===== src/rtl/button_reader_pkg.sv =====
// rtl/button_reader_pkg.sv - board constants and debounce FSM state encoding for button_reader
package button_reader_pkg;

    localparam int CLK_HZ_DEFAULT = 25_000_000;
    localparam int MS_CYCLES      = CLK_HZ_DEFAULT / 1000;

    typedef enum logic [1:0] {
        IDLE       = 2'd0,
        DB_PRESS   = 2'd1,
        HELD       = 2'd2,
        DB_RELEASE = 2'd3
    } btn_state_t;

endpackage


===== src/rtl/button_reader_sync_2ff.sv =====
// rtl/button_reader_sync_2ff.sv - 1-bit two-flop synchroniser with configurable reset value
module sync_2ff #(
    parameter logic RST_VAL = 1'b0
) (
    input  logic clk,
    input  logic rst_n,
    input  logic d,
    output logic q
);

    logic meta;

    always_ff @(posedge clk or negedge rst_n) begin
        if (!rst_n) begin
            meta <= RST_VAL;
            q    <= RST_VAL;
        end else begin
            meta <= d;
            q    <= meta;
        end
    end

endmodule


===== src/rtl/button_reader.sv =====
// rtl/button_reader.sv - push-button conditioner: sync, debounce, press/release/long-press pulses, press counter
module button_reader
    import button_reader_pkg::*;
#(
    parameter int CLK_HZ      = CLK_HZ_DEFAULT,
    parameter int DB_CYCLES   = 250_000,
    parameter int LONG_CYCLES = 25_000_000,
    parameter bit ACTIVE_LOW  = 1'b1,
    parameter int CNT_W       = 8
) (
    input  logic             clk,
    input  logic             rst_n,
    input  logic             btn,
    output logic             btn_level,
    output logic             press,
    output logic             release_pulse,
    output logic             long_press,
    output logic [CNT_W-1:0] press_count
);

    localparam int DB_W   = (DB_CYCLES > 1) ? $clog2(DB_CYCLES) : 1;
    localparam int LONG_W = $clog2(LONG_CYCLES + 1);

    localparam logic [DB_W-1:0]   DB_LAST   = DB_W'(DB_CYCLES - 1);
    localparam logic [LONG_W-1:0] LONG_LAST = LONG_W'(LONG_CYCLES - 1);
    localparam logic [LONG_W-1:0] LONG_SAT  = LONG_W'(LONG_CYCLES);

    if (DB_CYCLES < 2) begin : g_chk_db
        $error("button_reader: DB_CYCLES must be >= 2");
    end
    if (LONG_CYCLES <= DB_CYCLES) begin : g_chk_long
        $error("button_reader: LONG_CYCLES must exceed DB_CYCLES");
    end
    if (CLK_HZ <= 0) begin : g_chk_clk
        $error("button_reader: CLK_HZ must be positive");
    end

    logic              sync_q;
    logic              act;
    btn_state_t        state;
    logic [DB_W-1:0]   db_cnt;
    logic [LONG_W-1:0] long_cnt;
    logic              long_done;
    logic [LONG_W-1:0] long_inc;
    logic              long_hit;

    // Idle level of the pad is loaded at reset so reset release never looks like a press.
    sync_2ff #(
        .RST_VAL (ACTIVE_LOW)
    ) u_sync (
        .clk   (clk),
        .rst_n (rst_n),
        .d     (btn),
        .q     (sync_q)
    );

    // Polarity-normalised pressed flag; registered so the FSM sees a clean single-fanout source.
    always_ff @(posedge clk or negedge rst_n) begin
        if (!rst_n) begin
            act <= 1'b0;
        end else begin
            act <= sync_q ^ ACTIVE_LOW;
        end
    end

    assign long_inc = (long_cnt == LONG_SAT) ? long_cnt : long_cnt + LONG_W'(1);
    assign long_hit = (long_cnt == LONG_LAST) && !long_done;

    always_ff @(posedge clk or negedge rst_n) begin
        if (!rst_n) begin
            state         <= IDLE;
            db_cnt        <= '0;
            long_cnt      <= '0;
            long_done     <= 1'b0;
            btn_level     <= 1'b0;
            press         <= 1'b0;
            release_pulse <= 1'b0;
            long_press    <= 1'b0;
            press_count   <= '0;
        end else begin
            press         <= 1'b0;
            release_pulse <= 1'b0;
            long_press    <= 1'b0;
            case (state)
                IDLE: begin
                    if (act) begin
                        state  <= DB_PRESS;
                        db_cnt <= '0;
                    end
                end
                DB_PRESS: begin
                    if (!act) begin
                        state <= IDLE;
                    end else if (db_cnt == DB_LAST) begin
                        state       <= HELD;
                        press       <= 1'b1;
                        btn_level   <= 1'b1;
                        press_count <= press_count + CNT_W'(1);
                        long_cnt    <= '0;
                        long_done   <= 1'b0;
                    end else begin
                        db_cnt <= db_cnt + DB_W'(1);
                    end
                end
                HELD: begin
                    if (!act) begin
                        state  <= DB_RELEASE;
                        db_cnt <= '0;
                    end else begin
                        long_cnt <= long_inc;
                        if (long_hit) begin
                            long_press <= 1'b1;
                            long_done  <= 1'b1;
                        end
                    end
                end
                DB_RELEASE: begin
                    // A rejected release counts as a held cycle, so a glitch of N cycles delays long_press by N.
                    if (act) begin
                        state    <= HELD;
                        long_cnt <= long_inc;
                        if (long_hit) begin
                            long_press <= 1'b1;
                            long_done  <= 1'b1;
                        end
                    end else if (db_cnt == DB_LAST) begin
                        state         <= IDLE;
                        release_pulse <= 1'b1;
                        btn_level     <= 1'b0;
                    end else begin
                        db_cnt <= db_cnt + DB_W'(1);
                    end
                end
                default: state <= IDLE;
            endcase
        end
    end

endmodule


===== config.mk =====
export PLATFORM = sky130hd
export DESIGN_NAME = button_reader
export DESIGN_NICKNAME = d
export VERILOG_FILES = /design/src/rtl/button_reader_pkg.sv /design/src/rtl/button_reader_sync_2ff.sv /design/src/rtl/button_reader.sv
export SDC_FILE = /design/constraint.sdc
export NUM_CORES = 1
export LEC_CHECK = 0
export CAP_MARGIN = 25
export CORE_ASPECT_RATIO = 0.6
export CORE_MARGIN = 3
export CORE_UTILIZATION = 65
export DETAILED_ROUTE_END_ITERATION = 10
export GPL_ROUTABILITY_DRIVEN = 1
export PLACE_DENSITY = 0.95
export REMOVE_ABC_BUFFERS = 1
export SLEW_MARGIN = 20
export SYNTH_ARGS = -nofsm -noshare
export SYNTH_HDL_FRONTEND = slang
export SYNTH_SLANG_ARGS = --single-unit
export TNS_END_PERCENT = 5

===== constraint.sdc =====
create_clock -name clk -period 5.7 [get_ports clk]
set_input_delay 0.57 -clock clk [delete_from_list [all_inputs] [get_ports clk]]
set_output_delay 0.57 -clock clk [all_outputs]
set_load 0.02 [all_outputs]

==> results of run 1 <==
-- metal layers --
| metal | vias to the layer above | wire, µm | track usage |
|---|---|---|---|
| li1 | 1388 | - | - |
| met2 | 159 | 3604 | 0.4466 |
| met4 | 0 | 128 | 0.07588 |
| met3 | 24 | 726 | 0.09030 |
| met1 | 1503 | 3879 | 0.4366 |
| met5 | - | 0 | 0 |
-- cell families after synthesis --
group | Yosys count
AND/OR/NAND/NOR | 160
multiplexers | 6
flip-flops | 61
adder cells (fa/ha/maj) | 4
buffers and inverters | 26
AO/OA/AOI/OAI | 86
XOR/XNOR | 8
-- power by group through the flow --
stage / Combinational (mW) / Clock, mW / Sequential, mW
global placement: 0.0290 / 0 / 0.451
global route: 0.0344 / 0.416 / 0.445
detailed placement: 0.0303 / 0 / 0.452
CTS: 0.0310 / 0.395 / 0.444
finish: 0.0309 / 0.395 / 0.444
floorplan: 0.0156 / 0 / 0.450
-- cell type report --
cell class / instances / area, µm²
Sequential cell: 61 / 1529
Fill cell: 321 / 1055
Multi-Input combinational cell: 264 / 1754
Tap cell: 63 / 78.83
Clock inverter: 6 / 62.56
Clock buffer: 10 / 137.6
Timing Repair Buffer: 17 / 155.1
Inverter: 8 / 30.03
-- cell usage in the layout (no fill, tap or decap), types with 3 or more instances in the layout --
cell and instances:
clkinvlp_4 3, and2_1 5, clkbuf_8 10, mux2_2 4
a22o_1 9, nor2_1 11, or3_1 7, clkdlybuf4s50_1 13
nor4b_1 3, and4_1 3, nand2b_1 4, nand3_1 21
nor3_1 5, nor4_1 14, dfrtp_1 59, ha_1 4
inv_1 7, o21ai_0 15, o31ai_1 16, o41ai_1 3
and3_1 11, xnor2_1 7, nand2_1 26, a21oi_1 23
or4_1 17, o21bai_1 5, or4b_1 3, nand4_1 15
-- worst paths after layout --
kind	endpoint	cells after the start	slack, ns
worst max-delay path	long_cnt[19]	7	2.63
worst min-delay path	db_cnt[5]	2	0.36
worst max register to register	long_cnt[19]	7	2.63
worst min register to register	u_sync.q	0	0.36
max in group asynchronous	act	2	4.83
min in group clk	u_sync.q	0	0.36
-- per-stage QoR --
step,hold WS (ns),instance area [µm²],setup slack [ns]
floorplan,0.2744,3313,3.252
global placement,0.3463,3542,2.899
detailed placement,0.3523,3542,2.723
CTS,0.3674,3742,2.678
global route,0.3711,3747,2.431
finish,0.3628,3747,2.628
==> impl_metrics.tcl, run 1 <==
set metrics [dict create \
    outcome "finished clean" \
    synth_cell_types 55 \
    num_vias 3074 \
    tritoncts "yes" \
    cts_num_sinks 61 \
    die_width_um 99.40 \
    largest_register "long_cnt" \
    postCtsHoldBufs 0 \
    total_leakage_power_nw 1.474 \
    period_needed_ns 3.072 \
    fin_tns_setup_ns 0 \
    drive_above_1_share 0.09563 \
    antenna_found_initial 0 \
    synth.top_cell.area_share 0.4340 \
    viasPerCell 7.166 \
    detailedRoute.firstIterationViolations 357 \
    grt_overflow_total 0 \
    synth-async-reset-ratio 1.000 \
    routabilityCongestion 0.9208 \
    max_clock_buf_depth 2 \
    mappedNetlistArea_um2 3402 \
    pin_count_of_the_biggest_net_entering_global_routing 62 \
    fin_crit_sh 0.5390 \
    clk_transition_reported_paths_ns 0.07 \
    design.portCount 15 \
    number_of_flip_flops_under_the_largest_register_name 25 \
    drc 0 \
    ys_top_cells_by_count "dfrtp_1, nand2_1, a21oi_1" \
    clock_latency_ns 0.35 \
    share_comb_of_total_power 0.035 \
    design.die.area_um2 6166 \
    number_of_cells_produced_by_synthesis 351 \
    crit_required_ns 5.99 \
    final_nets 368 \
    post_route_non_filler_standard_cell_count 429 \
    wirelength_um 8338 \
    synth_compound_area_frac 0.1743 \
    critical-path-slowest-cell "a31o_2" \
    synth_fa_ha_area_frac 0.01471 \
    diodes 0 \
    worst_slew_margin_rel 0.2799 \
    crit_path_max_incr_delay_ns 0.74 \
    critPathLaunchType "register" \
    floorplan.die.height_um 62.04 \
    drv.max_cap_violation_count 0 \
    synth.area.top_cells "dfrtp_1, or4_1, o31ai_1" \
    finalCoreUtilization 0.7804 \
    areaGrowthSynthToFinish_pct 10.15 \
    coreArea_um2 4802 \
    synth_top_family_by_area "simple AND/OR/NAND/NOR gates" \
    report.final.slew_viol_count 0 \
    ir_worst_vdd_v 0.0001987 \
    seq_area_frac_synth 0.4494 \
    timing.hold.worst.class "input pin to async pin" \
    timing.final.setup_violations 0 \
    count_of_antenna_violating_nets_left_after_detailed_routing 0 \
    top_regs "long_cnt (25), db_cnt (18), press_count (8)" \
    p_total_uw 870.3 \
    cellPowerDensity_nw_per_um2 232.2 \
    yosys.area_share.xor_xnor 0.02060 \
    post-cts-setup-buffer-count 0 \
    cts_root_buf "clkbuf_8" \
    power.sequential.fraction 0.510 \
    drt-wirelength-per-cell_um 19.44 \
    worstPathCellList "inv_1, ha_1, or4b_1, nor3b_1, a31o_2, or2_0, a221o_1" \
    initial_core_utilization 0.7084 \
    maximum_fanout_along_the_worst_path 46 \
    synth.mux.area_fraction 0.01912 \
    cell_row_count 19 \
    grt_usage 0.3002 \
    rsz0062_at_grt "no" \
    synth.ff_latch_count 61 \
    worst_ep_arrival_ns 3.36 \
    synth_most_common_cell "dfrtp_1" \
    max_freq_mhz 325.5 \
    hold_viol_final 0 \
    path_class "register to register" \
    cts_made_buffers 9 \
    synth_warnings 0 \
    power_report.internal_total_uw 656.9 \
    r2r-start "long_cnt[0]" \
    place_hpwl_um 5364 \
    pwr-share-clk 0.454 \
    number_of_global_route_vias_before_repair 2770 \
    critPathTopFamily "simple AND/OR/NAND/NOR gates" \
    swShare 0.2452 \
    crit_path_start "long_cnt[0]" \
    leading_area_contributor_after_synthesis "dfrtp_1" \
    drt_first_pass_iters 5 \
    synth_simple_gate_area_share 0.2869 \
    worst_slew_pin_slew_ns 1.076 \
    placed_cells 412 \
    count_of_input_and_output_buffers 14 \
    cts_repair_resize_count 0 \
    synthesis.area_per_instance_um2 9.692 \
    net-switching-power_uw 213.4 \
    timing.clock.skew_ns 0.003474 \
    crit_buf_inv 1 \
    synth_ff_type "dfrtp_1" \
    grt_pass1_wl_um 14100 \
    setup.worst_path.end_class "register" \
    synth-edff-count 0 \
    cts.htree.levels 3 \
]
Power figures use the tool's default switching activity.
==> inputs of run 2 (changes only) <==
CORE_UTILIZATION = 60   (was 65)
PLACE_DENSITY = 0.89   (was 0.95)
clock period = 3 ns   (was 5.7 ns; I/O delays follow)
==> impl_metrics.tcl, run 2 (synthesized netlist as in run 1, its figures left out) <==
set metrics [dict create \
    outcome "finished clean" \
    detailedRoute.firstIterationViolations 343 \
    crit_required_ns 3.27 \
    worst_slew_margin_rel 0.5740 \
    wirelength_um 8196 \
    drt-wirelength-per-cell_um 18.67 \
    total_leakage_power_nw 1.503 \
    dpl-instance-area_um2 3611 \
    maximum_fanout_along_the_worst_path 21 \
    clk_transition_reported_paths_ns 0.06 \
    crit_path_start "long_cnt[0]" \
    routabilityCongestion 0.9016 \
    post-cts-setup-buffer-count 0 \
    timing.hold.worst.class "register to register" \
    worst_ep_arrival_ns 2.96 \
    cts_num_sinks 61 \
    layout.cell_area.non_filler_um2 3784 \
    cts_made_buffers 9 \
    crit_buf_inv 1 \
    drv.max_cap_violation_count 0 \
    fin_crit_sh 0.8935 \
    cts_repair_resize_count 0 \
    clock_latency_ns 0.34 \
    post-route-worst-setup-slack_ns 0.3195 \
    period_needed_ns 2.681 \
    coreArea_um2 5255 \
    setup.worst_path.end_class "register" \
    drt_first_pass_iters 5 \
    diodes 0 \
    drc 0 \
    hold_viol_final 0 \
    num_vias 3022 \
    count_of_antenna_violating_nets_left_after_detailed_routing 0 \
    critPathLaunchType "register" \
    mostFrequentLayoutCells "dfrtp_1, nand2_1, a21oi_1" \
    tritoncts "yes" \
    mostFrequentLayoutCell "dfrtp_1" \
    grt_overflow_total 0 \
    fin_tns_setup_ns 0 \
    cell_row_count 20 \
    number_of_flip_flops_under_the_largest_register_name 25 \
    worstPathCellList "inv_1, ha_1, or4b_1, nor3b_1, a31o_2, or2_0, mux2_2" \
    viasPerCell 6.884 \
    rsz0062_at_grt "no" \
    areaGrowthSynthToFinish_pct 11.22 \
    crit_path_max_incr_delay_ns 0.57 \
    top_regs "long_cnt (25), db_cnt (18), press_count (8)" \
    worst_slew_pin_slew_ns 0.6391 \
    timing.final.setup_violations 0 \
    place_hpwl_um 5702 \
    r2r-start "long_cnt[0]" \
    floorplan.die.height_um 64.33 \
    final_nets 375 \
    design.die.area_um2 6639 \
    critPathTopFamily "simple AND/OR/NAND/NOR gates" \
    max_clock_buf_depth 2 \
    finalHoldWorstSlack_ns 0.3605 \
    drive_above_1_share 0.09920 \
    path_class "register to register" \
    die_width_um 103.2 \
    report.final.slew_viol_count 0 \
    post_route_non_filler_standard_cell_count 439 \
    cellPowerDensity_nw_per_um2 405.1 \
    number_of_global_route_vias_before_repair 2741 \
    max_freq_mhz 373.1 \
    largest_register "long_cnt" \
    design.portCount 15 \
    timing.clock.skew_ns 0.01096 \
    cts.htree.levels 3 \
    placed_cells 422 \
    grt_usage 0.2684 \
    ir_worst_vdd_v 0.0003174 \
    hp-start "u_sync.meta" \
    critical-path-slowest-cell "or2_0" \
    initial_core_utilization 0.6474 \
    pre_cts_ws_ns 0.4049 \
    count_of_input_and_output_buffers 14 \
    grt_pass1_wl_um 13730 \
    cts_root_buf "clkbuf_8" \
    antenna_found_initial 0 \
    pin_count_of_the_biggest_net_entering_global_routing 33 \
]
-- run 2: changes by cell type in the layout (fill, tap and decap cells not counted), sizes merged --
cell,change
buf,+7
clkinvlp,-3
dlygate4sd3,+1
bufinv,-1
clkbuf,+3
-- run 2: worst reg2reg max path, cell delays in order, from the launching register on --
cell and delay, ns:
dfrtp_1 0.44, inv_1 0.12, ha_1 0.15, or4b_1 0.44
nor3b_1 0.22, a31o_2 0.41, or2_0 0.57, mux2_2 0.27
-- run 2: power by group --
part | leakage [nW] | internal, mW | switching [mW]
clock network | 0.0844 | 0.321 | 0.302
logic | 0.580 | 0.0209 | 0.0446
registers | 0.839 | 0.832 | 0.0124
total | 1.50 | 1.17 | 0.359
-- run 2: per-stage QoR --
| step | total power [mW] | util |
|---|---|---|
| finish | 1.533 | 0.7200 |
| global route | 1.592 | 0.7200 |
| CTS | 1.537 | 0.7200 |
| detailed placement | 0.9232 | 0.6871 |
| global placement | 0.9159 | 0.6833 |
| floorplan | 0.8847 | - |
-- run 2: cell type report --
class / count / area (µm²)
Multi-Input combinational cell: 264 / 1754
Sequential cell: 61 / 1529
Fill cell: 406 / 1471
Timing Repair Buffer: 24 / 225.2
Clock buffer: 14 / 152.6
Tap cell: 66 / 82.58
Inverter: 8 / 30.03
Clock inverter: 2 / 10.01
-- run 2: what timing repair did --
action | CTS | global route
endpoints found under the setup margin | 0 | 0
hold buffers | 1 | 0
hold endpoints to repair | 22 | 0
-- run 2: final timing paths --
kind	endpoint	slack [ns]	cells past startpoint
min	u_sync.q	0.36	0
max in group asynchronous	long_cnt[4]	1.82	4
max reg2reg	long_cnt[0]	0.32	7
min in group asynchronous	long_press	0.47	2
max	long_cnt[0]	0.32	7
min reg2reg	u_sync.q	0.36	0
-- run 2: layer usage --
layer	GRT usage	wire length (µm)	up-vias
met3	0.07197	858	8
li1	-	-	1402
met4	0.06785	55	0
met1	0.4335	3954	1452
met2	0.3490	3328	160
met5	0	0	-
==> inputs of run 3 (changes only) <==
SLEW_MARGIN = 0   (was 20)
==> impl_metrics.tcl, run 3 (synthesized netlist as in run 1, its figures left out) <==
set metrics [dict create \
    areaGrowthSynthToFinish_pct 13.31 \
    grt_pass1_wl_um 13560 \
    pwr-share-clk 0.482 \
    cts_root_buf "clkbuf_8" \
    mostFrequentLayoutCells "dfrtp_1, nand2_1, a21oi_1" \
    path_class "register to register" \
    num-fill-cells 383 \
    num_vias 3033 \
    count_of_antenna_violating_nets_left_after_detailed_routing 0 \
    initial_core_utilization 0.6474 \
    outcome "finished clean" \
    setup.worst_path.end_class "register" \
    cts_num_sinks 61 \
    antenna_found_initial 0 \
    hold_viol_final 0 \
    design.portCount 15 \
    worst_ep_arrival_ns 2.97 \
    routabilityCongestion 0.9016 \
    ir_worst_vdd_v 0.0002452 \
    total_leakage_power_nw 1.527 \
    layout.area.seq_um2 1529 \
    count_of_input_and_output_buffers 14 \
    swShare 0.2221 \
    cellPowerDensity_nw_per_um2 455.0 \
    fin_crit_sh 0.8942 \
    r2r-start "long_cnt[0]" \
    power.sequential.fraction 0.481 \
    largest_register "long_cnt" \
    max_clock_buf_depth 2 \
    viasPerCell 6.909 \
    drt_first_pass_iters 5 \
    critPathLaunchType "register" \
    design.die.area_um2 6639 \
    timing.final.setup_violations 0 \
    final_nets 375 \
    cts_made_buffers 9 \
    power_report.internal_total_mw 1.364 \
    cell_depth_of_the_worst_flop_to_flop_path 7 \
    multiInputGateArea_um2 1754 \
    number_of_flip_flops_under_the_largest_register_name 25 \
    coreArea_um2 5255 \
    clk_transition_reported_paths_ns 0.07 \
    cts.htree.levels 3 \
    finalHoldWorstSlack_ns 0.3416 \
    rsz0062_at_grt "no" \
    worst_slew_pin_slew_ns 0.6324 \
    clock_latency_ns 0.35 \
    share_comb_of_total_power 0.037 \
    net-switching-power_uw 389.6 \
    worst_slew_margin_rel 0.5784 \
    post_route_non_filler_standard_cell_count 439 \
    number_of_global_route_vias_before_repair 2732 \
    post-route-worst-setup-slack_ns 0.3173 \
    max_freq_mhz 372.8 \
    drive_above_1_share 0.1099 \
    die_width_um 103.2 \
    p_total_mw 1.754 \
    cell_row_count 20 \
    report.final.slew_viol_count 0 \
    wirelength_um 8219 \
    drv.max_cap_violation_count 0 \
    floorplan.die.height_um 64.33 \
    crit_required_ns 3.29 \
    mostFrequentLayoutCell "dfrtp_1" \
    grt_usage 0.2666 \
    timing.clock.skew_ns 0.01181 \
    tritoncts "yes" \
    timing.hold.worst.class "input pin to async pin" \
    fin_tns_setup_ns 0 \
    placed_cells 422 \
    grt_overflow_total 0 \
    crit_path_start "long_cnt[0]" \
    diodes 0 \
    top_regs "long_cnt (25), db_cnt (18), press_count (8)" \
    detailedRoute.firstIterationViolations 309 \
    pin_count_of_the_biggest_net_entering_global_routing 42 \
    drt-wirelength-per-cell_um 18.72 \
    maximum_fanout_along_the_worst_path 21 \
    period_needed_ns 2.683 \
    drc 0 \
    post-cts-setup-buffer-count 0 \
    place_hpwl_um 5611 \
    pre_cts_ws_ns 0.4248 \
]
-- run 3: cell count changes in the layout (fill, tap and decap cells not counted) --
cell	previous run	this run
clkbuf_1	4	0
clkinv_2	2	0
clkbuf_8	10	11
clkinvlp_4	0	3
bufinv_16	0	2
-- run 3: routing by layer --
metal	global-route usage	wire length, µm	vias to the layer above
met1	0.4212	3983	1453
met4	0.08562	149	0
met5	0	0	-
met2	0.3466	3309	157
met3	0.07306	778	23
li1	-	-	1400
-- run 3: critical path, cell delays in order, from the launching register on --
cell     delay (ns)
dfrtp_1        0.44
inv_1          0.11
ha_1           0.14
or4b_1         0.44
nor3b_1        0.21
a31o_2         0.42
or2_0          0.57
mux2_2         0.28
-- run 3: worst paths after layout --
path | slack (ns) | end
min reg2reg | 0.36 | u_sync.q
max reg2reg | 0.32 | long_cnt[0]
max | 0.32 | long_cnt[0]
min in group clk | 0.35 | u_sync.meta
min | 0.34 | db_cnt[17]
max in group asynchronous | 2.02 | long_cnt[5]
-- run 3: stage by stage --
stage | util | area [µm²]
2_1_floorplan | - | 3313
3_3_place_gp | 0.6833 | 3591
3_5_place_dp | 0.6871 | 3611
4_1_cts | 0.7336 | 3855
5_1_grt | 0.7336 | 3855
6_report | 0.7336 | 3855
-- run 3: repair_timing --
action,CTS,global route
resized for setup,0,0
hold endpoints to repair,8,0
hold buffers,1,0
-- run 3: cell type report --
class                           count  area share
Clock buffer                       11     0.03927
Clock inverter                      5     0.02142
Inverter                            8    0.007790
Multi-Input combinational cell    264      0.4550
Sequential cell                    61      0.3966
Tap cell                           66     0.02142
Timing Repair Buffer               24     0.05842
-- run 3: power by group through the flow --
stage | Combinational (mW) | Clock, mW | Sequential (mW)
3_3_place_gp | 0.0587 | 0 | 0.857
6_report | 0.0645 | 0.846 | 0.843
5_1_grt | 0.0725 | 0.904 | 0.844
4_1_cts | 0.0654 | 0.859 | 0.842
3_5_place_dp | 0.0642 | 0 | 0.858
2_1_floorplan | 0.0296 | 0 | 0.855
